`src/rtl/multicycle_ctrl_v2_pkg.sv`:
```
// Shared opcode map, controller state encoding and memory-state helper.
// Imported by the controller and its wait timer users.
package ctrl_v2_pkg;

    localparam logic [3:0] OP_NOP = 4'h0;
    localparam logic [3:0] OP_MVR = 4'h1;
    localparam logic [3:0] OP_ADR = 4'h2;
    localparam logic [3:0] OP_ANR = 4'h3;
    localparam logic [3:0] OP_ORR = 4'h4;
    localparam logic [3:0] OP_LDI = 4'h5;
    localparam logic [3:0] OP_LDA = 4'h6;
    localparam logic [3:0] OP_STA = 4'h7;
    localparam logic [3:0] OP_ADA = 4'h8;
    localparam logic [3:0] OP_ANA = 4'h9;
    localparam logic [3:0] OP_JMP = 4'hA;
    localparam logic [3:0] OP_HLT = 4'hB;

    typedef enum logic [3:0] {
        ST_IF,
        ST_DEC,
        ST_LDI,
        ST_MVR,
        ST_RTYPE,
        ST_ALU_TO_RF,
        ST_IF2,
        ST_JMP,
        ST_STA,
        ST_LD_MEM,
        ST_LDA,
        ST_MEM_TO_ALU,
        ST_ALU_TO_RF_D,
        ST_HALT
    } state_t;

    function automatic logic is_mem_state(input state_t s);
        return (s == ST_IF) || (s == ST_IF2) || (s == ST_LD_MEM) || (s == ST_STA);
    endfunction

endpackage

```
`src/rtl/mem_wait_timer.sv`:
```
// Counts cycles a memory access waits for mem_ready; timeout pulses combinationally on the
// MEM_TIMEOUT-th consecutive waiting cycle (0 disables). Counter clears on ready, timeout or inactivity.
module mem_wait_timer #(
    parameter int CNT_W       = 5,
    parameter int MEM_TIMEOUT = 16
) (
    input  logic clk,
    input  logic rst,
    input  logic active,
    input  logic mem_ready,
    output logic timeout
);

    localparam logic [CNT_W-1:0] LIMIT = (MEM_TIMEOUT > 0) ? CNT_W'(MEM_TIMEOUT - 1) : '0;

    logic [CNT_W-1:0] cnt_q;
    logic [CNT_W-1:0] cnt_d;

    always_comb begin
        timeout = (MEM_TIMEOUT != 0) && active && !mem_ready && (cnt_q == LIMIT);
        cnt_d   = (active && !mem_ready && !timeout) ? cnt_q + 1'b1 : '0;
    end

    always_ff @(posedge clk or posedge rst) begin
        if (rst) begin
            cnt_q <= '0;
        end else begin
            cnt_q <= cnt_d;
        end
    end

endmodule

```
`src/rtl/multicycle_ctrl_v2.sv`:
```
// Multicycle CPU controller: opcode decode, multi-byte address fetch, memory wait/timeout, HALT.
// Strobes are combinational from state (JMP load is Mealy on jump_take); memory states stall on mem_ready.
module multicycle_ctrl_v2
    import ctrl_v2_pkg::*;
#(
    parameter int ADDR_BYTES  = 1,
    parameter int MEM_TIMEOUT = 16,
    parameter int CNT_W       = 5
) (
    input  logic                  clk,
    input  logic                  rst,
    input  logic [3:0]            instruction,
    input  logic                  jump_take,
    input  logic                  mem_ready,
    input  logic                  resume,
    output logic                  ld_PC,
    output logic                  ld_IR,
    output logic                  ld_DI,
    output logic                  ld_ALU,
    output logic                  write_en_rf,
    output logic                  sel_IR_3_2,
    output logic                  sel_DI_4_3,
    output logic                  sel_RF_write_src_TR_7_0,
    output logic                  sel_RF_write_src_ALU,
    output logic                  sel_RF_write_src_reg1,
    output logic                  sel_MEM_src_PC,
    output logic                  sel_MEM_src_TR,
    output logic                  sel_ALU_src_reg1,
    output logic                  sel_ALU_src_TR,
    output logic                  sel_PC_src_jump,
    output logic                  ld_CZN,
    output logic                  sel_CZN_src_RF,
    output logic                  sel_CZN_src_ALU,
    output logic [ADDR_BYTES-1:0] ld_TR,
    output logic                  MEM_read,
    output logic                  MEM_write,
    output logic                  halted,
    output logic                  illegal_op,
    output logic                  bus_err,
    output logic [3:0]            state_o
);

    localparam int IDX_W = (ADDR_BYTES > 1) ? $clog2(ADDR_BYTES) : 1;
    localparam logic [IDX_W-1:0] LAST_IDX = IDX_W'(ADDR_BYTES - 1);

    state_t            state_q, state_d;
    logic [IDX_W-1:0]  idx_q, idx_d;
    logic              illegal_q, illegal_d;
    logic              bus_err_q, bus_err_d;
    logic              timeout;
    logic [ADDR_BYTES-1:0] tr_sel;

    mem_wait_timer #(
        .CNT_W       (CNT_W),
        .MEM_TIMEOUT (MEM_TIMEOUT)
    ) u_wait (
        .clk       (clk),
        .rst       (rst),
        .active    (is_mem_state(state_q)),
        .mem_ready (mem_ready),
        .timeout   (timeout)
    );

    always_comb begin
        for (int k = 0; k < ADDR_BYTES; k++) begin
            tr_sel[k] = (idx_q == IDX_W'(k));
        end
    end

    always_comb begin
        state_d                 = state_q;
        idx_d                   = idx_q;
        illegal_d               = illegal_q;
        bus_err_d               = bus_err_q;
        ld_PC                   = 1'b0;
        ld_IR                   = 1'b0;
        ld_DI                   = 1'b0;
        ld_ALU                  = 1'b0;
        write_en_rf             = 1'b0;
        sel_IR_3_2              = 1'b0;
        sel_DI_4_3              = 1'b0;
        sel_RF_write_src_TR_7_0 = 1'b0;
        sel_RF_write_src_ALU    = 1'b0;
        sel_RF_write_src_reg1   = 1'b0;
        sel_MEM_src_PC          = 1'b0;
        sel_MEM_src_TR          = 1'b0;
        sel_ALU_src_reg1        = 1'b0;
        sel_ALU_src_TR          = 1'b0;
        sel_PC_src_jump         = 1'b0;
        ld_CZN                  = 1'b0;
        sel_CZN_src_RF          = 1'b0;
        sel_CZN_src_ALU         = 1'b0;
        ld_TR                   = '0;
        MEM_read                = 1'b0;
        MEM_write               = 1'b0;
        halted                  = 1'b0;

        // Memory states: loads only fire on the mem_ready cycle; a timeout aborts to HALT.
        if (is_mem_state(state_q) && !mem_ready && timeout) begin
            state_d   = ST_HALT;
            bus_err_d = 1'b1;
        end

        case (state_q)
            ST_IF: begin
                sel_MEM_src_PC = 1'b1;
                MEM_read       = 1'b1;
                if (mem_ready) begin
                    ld_IR   = 1'b1;
                    ld_PC   = 1'b1;
                    state_d = ST_DEC;
                end
            end
            ST_DEC: begin
                idx_d = '0;
                case (instruction)
                    OP_NOP:                 state_d = ST_IF;
                    OP_LDI:                 state_d = ST_LDI;
                    OP_MVR:                 state_d = ST_MVR;
                    OP_ADR, OP_ANR, OP_ORR: state_d = ST_RTYPE;
                    OP_LDA, OP_STA, OP_ADA,
                    OP_ANA, OP_JMP:         state_d = ST_IF2;
                    OP_HLT:                 state_d = ST_HALT;
                    default: begin
                        state_d   = ST_HALT;
                        illegal_d = 1'b1;
                    end
                endcase
            end
            ST_LDI: begin
                ld_DI   = 1'b1;
                state_d = ST_IF;
            end
            ST_MVR: begin
                sel_RF_write_src_reg1 = 1'b1;
                write_en_rf           = 1'b1;
                sel_IR_3_2            = 1'b1;
                state_d               = ST_IF;
            end
            ST_RTYPE: begin
                sel_IR_3_2       = 1'b1;
                ld_ALU           = 1'b1;
                sel_ALU_src_reg1 = 1'b1;
                ld_CZN           = 1'b1;
                sel_CZN_src_ALU  = 1'b1;
                state_d          = ST_ALU_TO_RF;
            end
            ST_ALU_TO_RF: begin
                sel_RF_write_src_ALU = 1'b1;
                write_en_rf          = 1'b1;
                state_d              = ST_IF;
            end
            ST_IF2: begin
                sel_MEM_src_PC = 1'b1;
                MEM_read       = 1'b1;
                if (mem_ready) begin
                    ld_TR = tr_sel;
                    ld_PC = 1'b1;
                    if (idx_q != LAST_IDX) begin
                        idx_d = idx_q + 1'b1;
                    end else if (instruction == OP_JMP) begin
                        state_d = ST_JMP;
                    end else if (instruction == OP_STA) begin
                        state_d = ST_STA;
                    end else begin
                        state_d = ST_LD_MEM;
                    end
                end
            end
            ST_JMP: begin
                ld_PC           = jump_take;
                sel_PC_src_jump = jump_take;
                state_d         = ST_IF;
            end
            ST_STA: begin
                sel_DI_4_3     = 1'b1;
                sel_MEM_src_TR = 1'b1;
                MEM_write      = 1'b1;
                if (mem_ready) begin
                    state_d = ST_IF;
                end
            end
            ST_LD_MEM: begin
                sel_MEM_src_TR = 1'b1;
                MEM_read       = 1'b1;
                if (mem_ready) begin
                    ld_TR[0] = 1'b1;
                    state_d  = (instruction == OP_LDA) ? ST_LDA : ST_MEM_TO_ALU;
                end
            end
            ST_LDA: begin
                sel_DI_4_3              = 1'b1;
                sel_RF_write_src_TR_7_0 = 1'b1;
                write_en_rf             = 1'b1;
                ld_CZN                  = 1'b1;
                sel_CZN_src_RF          = 1'b1;
                state_d                 = ST_IF;
            end
            ST_MEM_TO_ALU: begin
                sel_ALU_src_TR  = 1'b1;
                sel_DI_4_3      = 1'b1;
                ld_ALU          = 1'b1;
                ld_CZN          = 1'b1;
                sel_CZN_src_ALU = 1'b1;
                state_d         = ST_ALU_TO_RF_D;
            end
            ST_ALU_TO_RF_D: begin
                sel_RF_write_src_ALU = 1'b1;
                sel_DI_4_3           = 1'b1;
                write_en_rf          = 1'b1;
                state_d              = ST_IF;
            end
            ST_HALT: begin
                halted = 1'b1;
                if (resume) begin
                    state_d   = ST_IF;
                    illegal_d = 1'b0;
                    bus_err_d = 1'b0;
                end
            end
            default: state_d = ST_IF;
        endcase
    end

    always_ff @(posedge clk or posedge rst) begin
        if (rst) begin
            state_q   <= ST_IF;
            idx_q     <= '0;
            illegal_q <= 1'b0;
            bus_err_q <= 1'b0;
        end else begin
            state_q   <= state_d;
            idx_q     <= idx_d;
            illegal_q <= illegal_d;
            bus_err_q <= bus_err_d;
        end
    end

    assign illegal_op = illegal_q;
    assign bus_err    = bus_err_q;
    assign state_o    = state_q;

endmodule

```
`config.mk`:
```
export PLATFORM = sky130hd
export DESIGN_NAME = multicycle_ctrl_v2
export DESIGN_NICKNAME = d
export VERILOG_FILES = /design/src/rtl/multicycle_ctrl_v2_pkg.sv /design/src/rtl/mem_wait_timer.sv /design/src/rtl/multicycle_ctrl_v2.sv
export SDC_FILE = /design/constraint.sdc
export NUM_CORES = 1
export LEC_CHECK = 0
export CORE_MARGIN = 2
export CORE_UTILIZATION = 40
export CTS_CLUSTER_DIAMETER = 200
export CTS_CLUSTER_SIZE = 16
export DETAILED_ROUTE_END_ITERATION = 7
export PLACE_DENSITY_LB_ADDON = 0.15
export SLEW_MARGIN = 40
export SYNTH_ARGS = -nofsm -noshare
export SYNTH_HDL_FRONTEND = slang
export SYNTH_HIERARCHICAL = 1
export SYNTH_SLANG_ARGS = --single-unit
```
`constraint.sdc`:
```
create_clock -name clk -period 2.1 [get_ports clk]
set_input_delay 0.63 -clock clk [delete_from_list [all_inputs] [get_ports clk]]
set_output_delay 0.63 -clock clk [all_outputs]
set_load 0.1 [all_outputs]
```
==> results.rst, run 1 <==
.. list-table::
   :header-rows: 1

   * - Metric
     - Value
   * - Outcome
     - stopped before the end
   * - Fail Step
     - global routing
   * - Error Message
     - [ERROR DPL-0038] Utilization greater than 100%, impossible to legalize
   * - Number of warnings issued by yosys
     - 6
   * - Endpoint with the least setup slack after the last global-route repair
     - sel_IR_3_2
   * - Hold-fix buffers at CTS
     - 0
   * - Maximum number of pins on one net before global-route repair
     - 11
   * - Number of distinct standard cells referenced by the synthesized netlist
     - 54
   * - I/O pin count
     - 37
   * - Number of sinks on the clock net
     - 11
   * - Worst End Pin Type
     - top-level output
   * - Chip Height
     - 55.4 um
   * - Count of state elements after synthesis
     - 11
   * - CTS Root Cell
     - sky130_fd_sc_hd__clkbuf_4
   * - Routability-driven placement congestion ratio
     - 0.946
   * - Asr flop ratio synth
     - 100%
   * - Synthesized Nets
     - 146
   * - Number of enable flip-flop cells after synthesis
     - 0
   * - Most instantiated flip-flop cell in the synthesis netlist
     - sky130_fd_sc_hd__dfrtp_1
   * - Cell row count
     - 18
   * - Number of buffers created by CTS
     - 3
   * - Share of the yosys chip area belonging to registers
     - 26.0%
   * - CTS H-Tree Depth
     - 1
   * - Instance area after placement
     - 2170 um^2
   * - Mean cell area of the mapped netlist
     - around 7.8 um^2
   * - Total half-perimeter wirelength after legalization and detailed placement
     - 3130 um
   * - Starting utilization of the core area
     - 42.3%
   * - Syn Inst Count
     - around 140
   * - I/O Buffers
     - 36
   * - Die width
     - around 55 um
   * - Netlist area before placement
     - 1060 um^2
   * - Number of buffers on the longest clock path
     - 2
kinds of logic after synthesis:
logic type,share of synthesized area [%]
multiplexers,1.07
AO/OA/AOI/OAI,21.7
AND/OR/NAND/NOR,34.7
buffers and inverters,11.7
XOR/XNOR,2.49
flip-flops,26.0
adder cells (fa/ha/maj),2.37
synth_stat cells, drive strengths merged (2+ instances only):
cell type  number  area, um^2
and3b           2        17.5
nand2b          4        25.0
buf            11        75.1
nand3           5        25.0
a21boi          2        15.0
and3            3        18.8
nand2           6        22.5
ha              2        25.0
a21oi           4        20.0
o22ai           2        12.5
a211oi          3        27.5
o221ai          2        17.5
nor2b           2        12.5
dfrtp          11         275
nor3            8        40.0
clkbuf          2        7.51
or2             3        18.8
nor4bb          2        20.0
nand4bb         2        22.5
o21ai           6        30.0
nor2           16        62.6
inv            11        41.3
xnor2           3        26.3
timing repair:
action	4_1_cts
cloned	0
pin swaps	4
setup endpoints to repair	23
endpoints found under the hold margin	0
gates resized for setup	23
buffers inserted	14
stage by stage:
step | utilization (%) | TNS, ns | worst slack, ns | instances | hold slack [ns]
after CTS | 95.2 | -2.22 | -0.171 | 247 | 0.532
after floorplan | - | -7.90 | -0.739 | 135 | 0.409
after detailed placement | 86.8 | -0.966 | -0.281 | 229 | 0.522
after global placement | 86.8 | -0.865 | -0.224 | 229 | 0.510
==> run 2: changes to the inputs <==
--- a/config.mk
+++ b/config.mk
@@ -6,9 +6,7 @@
 export NUM_CORES = 1
 export LEC_CHECK = 0
 export CORE_MARGIN = 2
-export CORE_UTILIZATION = 40
-export CTS_CLUSTER_DIAMETER = 200
-export CTS_CLUSTER_SIZE = 16
+export CORE_UTILIZATION = 25
 export DETAILED_ROUTE_END_ITERATION = 7
 export PLACE_DENSITY_LB_ADDON = 0.15
 export SLEW_MARGIN = 40
==> constraint.sdc (replaced) <==
create_clock -name clk -period 2.7 [get_ports clk]
set_input_delay 0.81 -clock clk [delete_from_list [all_inputs] [get_ports clk]]
set_output_delay 0.81 -clock clk [all_outputs]
set_load 0.1 [all_outputs]
==> run 2 against run 1 <==
The run now ends clean. Synthesized cell count stayed put. Synthesized area unchanged.
==> results.rst, run 2 <==
.. list-table::
   :header-rows: 1

   * - Metric
     - Value
   * - Global-route wire length before repair
     - 5420 um
   * - Via density
     - 5.19
   * - Kind of start point of the critical path
     - input pin
   * - Critical path type
     - in -> out
   * - Area grow syn2layout
     - 73.3%
   * - Die width
     - 69.0 um
   * - Leading post-synthesis cells by instance count
     - 15 x sky130_fd_sc_hd__nor2_1, 11 x sky130_fd_sc_hd__dfrtp_1, 10 x sky130_fd_sc_hd__inv_1
   * - First-pass iteration count of the detailed router
     - 4
   * - Headroom to the max-slew limit
     - 62.7%
   * - Antenna viol nets, final
     - 0
   * - Number of buffers on the longest clock path
     - 2
   * - Share of final-layout standard cells stronger than drive strength 1
     - 39.6%
   * - CP Buf/Inv Count
     - 2
   * - Mean cell area of the mapped netlist
     - 7.83 um^2
   * - Post-synth top area share
     - 26.0%
   * - Share of the yosys chip area belonging to registers
     - between 20% and 30%
   * - Setup violators final
     - 0
   * - Setup WS post-layout
     - 0.0808 ns
   * - Min Tclk post-route
     - between 2 and 3 ns
   * - Number of distinct standard cells referenced by the synthesized netlist
     - 54
   * - Fin. max-slew vios
     - 0
   * - Maximum number of pins on one net before global-route repair
     - 22
   * - Worst-Margin Slew
     - between 0.5 and 0.6 ns
   * - Starting utilization of the core area
     - 26.2%
   * - Syn Inst Count
     - 135
   * - Post-detailed-routing wire length
     - 3150 um
   * - Final number of hold-violating endpoints
     - 0
   * - Chip Height
     - 69.0 um
   * - TritonCTS clock tree
     - done
   * - WP data required
     - approximately 1.9 ns
   * - Arrival time of data at the critical path endpoint
     - 1.81 ns
   * - Routability-driven placement congestion ratio
     - 0.845
   * - Maximum fanout encountered on the critical timing path
     - 2
   * - Worst clock skew on the final layout
     - 0.00157 ns
   * - Insertion delay of the later-clocked pin in the worst-skew pair
     - 0.23 ns
   * - Netlist area before placement
     - approximately 1100 um^2
   * - Initial DRC Count
     - 47
   * - CTS H-Tree Depth
     - 1
   * - Most flop-heavy register
     - u_wait/cnt_q
   * - Number of warnings issued by yosys
     - 6
   * - Antenna diode count
     - 0
   * - Number of buffers created by CTS
     - 3
   * - Synthesized Nets
     - 146
   * - Post-route worst hold slack
     - approximately 0.46 ns
   * - Area enclosed by the die boundary
     - roughly 4800 um^2
   * - Asr flop ratio synth
     - between 90% and 100%
   * - Longest individual stage delay on the worst path
     - 0.40 ns
   * - I/O pin count
     - 37
   * - Initial antenna violation count
     - 0
   * - Master of the slowest instance on the critical path
     - sky130_fd_sc_hd__clkdlybuf4s50_1
   * - Cell row count
     - 23
   * - Highest attainable clock frequency
     - 382 MHz
   * - Period utilisation layout
     - 97.0%
   * - Kind of cell adding the most delay to the critical path
     - buffers and inverters
   * - Count of state elements after synthesis
     - 11
   * - Number of enable flip-flop cells after synthesis
     - 0
   * - Most common cell after layout, fill and taps aside
     - sky130_fd_sc_hd__buf_12
   * - Post-Place Worst Slack
     - -0.00104 ns
   * - Capturing element type of the critical path
     - output port
   * - # nets final
     - approximately 180
   * - Post-synth top area cell
     - sky130_fd_sc_hd__dfrtp_1
   * - Most instantiated flip-flop cell in the synthesis netlist
     - sky130_fd_sc_hd__dfrtp_1
   * - Number of sinks on the clock net
     - 11
   * - Aggregate global-route resource usage
     - 13.4%
   * - Via count
     - 1,137
   * - Cell-by-cell trace of the critical path
     - clkdlybuf4s50_1 -> and4_2 -> a21o_2 -> buf_12
   * - I/O Buffers
     - 36
   * - Register clock-pin slew on the reported worst setup and hold paths
     - 0.05 ns
   * - Max-Cap Viols
     - 0
   * - Outcome
     - complete, no violations
   * - Total core area
     - 4030 um^2
   * - Cells taking the most area after synthesis
     - sky130_fd_sc_hd__dfrtp_1 26%, sky130_fd_sc_hd__nor2_1 5.3%, sky130_fd_sc_hd__nor3_1 3.8%
   * - Most used standard cell by instance count after synthesis
     - sky130_fd_sc_hd__nor2_1
   * - Vias in the first global route
     - 1,109
   * - CTS Root Cell
     - sky130_fd_sc_hd__clkbuf_8
   * - DRC
     - 0
   * - Commonest non-fill, non-tap cells in the layout
     - 22 x sky130_fd_sc_hd__buf_12, 13 x sky130_fd_sc_hd__buf_4, 10 x sky130_fd_sc_hd__nor2_1
   * - Global route overflow
     - 0
   * - Unrepaired setup endpoints after global routing
     - false
   * - Total half-perimeter wirelength after legalization and detailed placement
     - 2510 um
   * - Routed len/inst
     - 14.4 um
   * - Max reg flops
     - 5
   * - Hold-fix buffers at CTS
     - 0
   * - Hold Crit Class
     - reg -> reg
   * - Utilization after layout
     - 45.5%
## run 2: worst paths after layout
kind / from / to / slack [ns] / depth (start not counted)
max: jump_take / ld_PC / 0.08 / 4
min: u_wait/cnt_q[0] / u_wait/cnt_q[0] / 0.46 / 1
max reg2reg: state_o[2] / state_o[0] / 0.26 / 8
min reg2reg: u_wait/cnt_q[0] / u_wait/cnt_q[0] / 0.46 / 1
max in group asynchronous: rst / state_o[3] / 1.67 / 2
min in group asynchronous: rst / u_wait/cnt_q[0] / 0.81 / 2
## run 2: what timing repair did
item / CTS / global route
resized for setup: 1 / 0
setup endpoints to repair: 1 / 0
setup buffers: 0 / 0
## run 2: area by class of cell
cell class	count	area (um^2)
Clock buffer	4	45.0
Fill cell	398	2200
Inverter	11	45.0
Multi-Input combinational cell	100	772
Sequential cell	11	290
Tap cell	50	62.6
Timing Repair Buffer	43	617
## run 2: per-layer routing
| layer | global-route usage (%) | routed length (um) |
|---|---|---|
| met2 | 20.4 | 1400 |
| met4 | 2.61 | 34 |
| met1 | 19.7 | 1460 |
| met3 | 2.63 | 257 |
| met5 | 0 | 0 |
## run 2: metrics by stage
stage	area, um^2	TNS [ns]	instances
detailed placement	1790	-0.00104	215
global placement	1790	0	215
CTS	1830	0	219
floorplan	1230	-0.582	135
global route	1830	0	219
finish	1830	0	219
## run 2: logic make-up after synthesis
kind of cell	share of synthesized area, %
and+or+nand+nor	34.7
AOI/OAI and AO/OA	21.7
buffers and inverters	11.7
DFF	26.0
xor gates and xnor gates	2.49
adders and majority gates	2.37
muxes	1.07
Power of run 2 is left out: the tool's default activity adds up to more than one toggle a clock period on the data nets, which glitch-free logic cannot reach.
==> run 3: changes to the inputs <==
--- a/config.mk
+++ b/config.mk
@@ -5,9 +5,10 @@
 export SDC_FILE = /design/constraint.sdc
 export NUM_CORES = 1
 export LEC_CHECK = 0
-export CORE_MARGIN = 2
+export CORE_MARGIN = 5
 export CORE_UTILIZATION = 25
 export DETAILED_ROUTE_END_ITERATION = 7
+export GPL_ROUTABILITY_DRIVEN = 0
 export PLACE_DENSITY_LB_ADDON = 0.15
 export SLEW_MARGIN = 40
 export SYNTH_ARGS = -nofsm -noshare
==> constraint.sdc (replaced) <==
create_clock -name clk -period 2.2 [get_ports clk]
set_input_delay 0.66 -clock clk [delete_from_list [all_inputs] [get_ports clk]]
set_output_delay 0.66 -clock clk [all_outputs]
set_load 0.1 [all_outputs]
==> run 3 against run 2 <==
Count of clock-buffer cells in the layout did not move. The flow now finishes with violations (setup timing). First-iteration DRC count rose by 40%. Highest routed layer unchanged. Wire length rose by 27%. Via count rose by 18%. Utilization rose by 15 points. Setup slack got worse by 0.15 ns. Sequential share of layout area fell by 4.0 points. Clock skew barely moved. Cell count rose by 19%.
==> results.rst, run 3 (synthesis results as in run 2) <==
.. list-table::
   :header-rows: 1

   * - Metric
     - Value
   * - I/O pin count
     - 37
   * - Arrival time of data at the critical path endpoint
     - around 1.6 ns
   * - Vias in the first global route
     - 1,347
   * - Critical path type
     - reg -> out
   * - Total non-filler cell area in the finished layout
     - 2460 um^2
   * - Insertion delay of the later-clocked pin in the worst-skew pair
     - 0.24 ns
   * - CTS Root Cell
     - sky130_fd_sc_hd__clkbuf_8
   * - Placed cell count
     - 234
   * - Max-Cap Viols
     - 0
   * - Die width
     - 75.0 um
   * - Number of buffers on the longest clock path
     - 2
   * - # nets final
     - 223
   * - I/O Buffers
     - 36
   * - Chip Height
     - approximately 75 um
   * - Layout Cells excl Fill
     - 261
   * - Fin. max-slew vios
     - 0
   * - Routed len/inst
     - roughly 15 um
   * - Final number of hold-violating endpoints
     - 0
   * - Total half-perimeter wirelength after legalization and detailed placement
     - 2930 um
   * - Antenna diode count
     - 0
   * - Commonest non-fill, non-tap cells in the layout
     - 38 x sky130_fd_sc_hd__buf_4, 30 x sky130_fd_sc_hd__buf_12, 8 x sky130_fd_sc_hd__inv_1, 8 x sky130_fd_sc_hd__nor2_1, 7 x sky130_fd_sc_hd__dfrtp_1
   * - Global-route wire length before repair
     - about 6400 um
   * - Kind of start point of the critical path
     - flip-flop
   * - Cell row count
     - 23
   * - First-pass iteration count of the detailed router
     - 4
   * - Setup violators final
     - 8
   * - Total core area
     - 4060 um^2
   * - Setup TNS
     - -0.208 ns
   * - Initial antenna violation count
     - 0
   * - Via density
     - 5.13
   * - Hold-fix buffers at CTS
     - 0
   * - Area grow syn2layout
     - 133%
   * - CTS H-Tree Depth
     - 1
   * - Maximum fanout encountered on the critical timing path
     - 6
   * - Number of sinks on the clock net
     - 11
   * - Max reg flops
     - 5
   * - Register-to-register setup slack
     - -0.03 ns
   * - WP data required
     - 1.54 ns
   * - TritonCTS clock tree
     - done
   * - Antenna viol nets, final
     - 0
   * - Most flop-heavy register
     - u_wait/cnt_q
   * - Most common cell after layout, fill and taps aside
     - sky130_fd_sc_hd__buf_4
   * - Unrepaired setup endpoints after global routing
     - true
   * - Worst-Margin Slew
     - 0.283 ns
   * - Outcome
     - finished with violations
   * - Period utilisation layout
     - 103%
   * - Min Tclk post-route
     - 2.27 ns
   * - Highest attainable clock frequency
     - 441 MHz
   * - Maximum number of pins on one net before global-route repair
     - 12
   * - Initial DRC Count
     - 66
   * - Number of filler cells placed in the layout
     - roughly 340
   * - Starting utilization of the core area
     - 26.1%
   * - Violated checks
     - setup timing
   * - Area enclosed by the die boundary
     - 5630 um^2
   * - Instance area after placement
     - 2080 um^2
   * - DRC
     - 0
   * - Headroom to the max-slew limit
     - 81.0%
   * - Post-detailed-routing wire length
     - 3990 um
   * - Number of buffers created by CTS
     - 3
   * - Global route overflow
     - 0
   * - Hold Crit Class
     - reg -> reg
   * - Share of final-layout standard cells stronger than drive strength 1
     - between 50% and 60%
   * - Register clock-pin slew on the reported worst setup and hold paths
     - roughly 0.050 ns
   * - Capturing element type of the critical path
     - output port
   * - Setup WS post-layout
     - -0.0679 ns
   * - Aggregate global-route resource usage
     - 14.5%
   * - Via count
     - 1,340
   * - Worst clock skew on the final layout
     - about 0.0018 ns
run 3: routing by layer:
metal	GRT usage [%]	part of all wire [%]
met1	18.3	42
met3	2.00	4.7
met2	26.2	53
met5	0	0
met4	2.96	0.30
run 3: layout make-up:
class	instances	area [um^2]	share of cell area, %
Tap cell	50	62.6	2.54
Sequential cell	11	290	11.8
Timing Repair Buffer	85	1080	43.8
Inverter	11	52.6	2.14
Clock buffer	4	45.0	1.83
Multi-Input combinational cell	100	931	37.8
run 3: worst max-delay path: stages (launching register included):
cell and delay [ns]:
sky130_fd_sc_hd__dfrtp_4 0.52, sky130_fd_sc_hd__buf_12 0.17, sky130_fd_sc_hd__xnor2_4 0.14, sky130_fd_sc_hd__and2_4 0.17, sky130_fd_sc_hd__a21o_4 0.20, sky130_fd_sc_hd__buf_12 0.16
run 3: final timing paths:
check / start / endpoint / cells after the start
worst min register to register: u_wait/cnt_q[0] / u_wait/cnt_q[0] / 1
worst max register to register: state_o[0] / state_o[0] / 9
worst max-delay path: state_o[1] / ld_PC / 5
max in group asynchronous: rst / state_o[2] / 2
min in group asynchronous: rst / u_wait/cnt_q[0] / 2
worst min-delay path: u_wait/cnt_q[0] / u_wait/cnt_q[0] / 1
run 3: metrics by stage:
stage	hold slack, ns	setup WS [ns]	util [%]
CTS	0.458	-0.0371	58.2
detailed placement	0.451	-0.218	51.2
global route	0.487	-0.150	60.6
global placement	0.444	-0.150	51.2
floorplan	0.429	-0.669	-
finish	0.456	-0.0679	60.6
run 3: repair_timing:
action                     in CTS  in global routing
buffers inserted               13                 10
resized for setup              29                  6
setup endpoints to repair      12                 12
pin swaps                       8                 13
cloned                          1                  0
Power of run 3 is left out for the same reason.
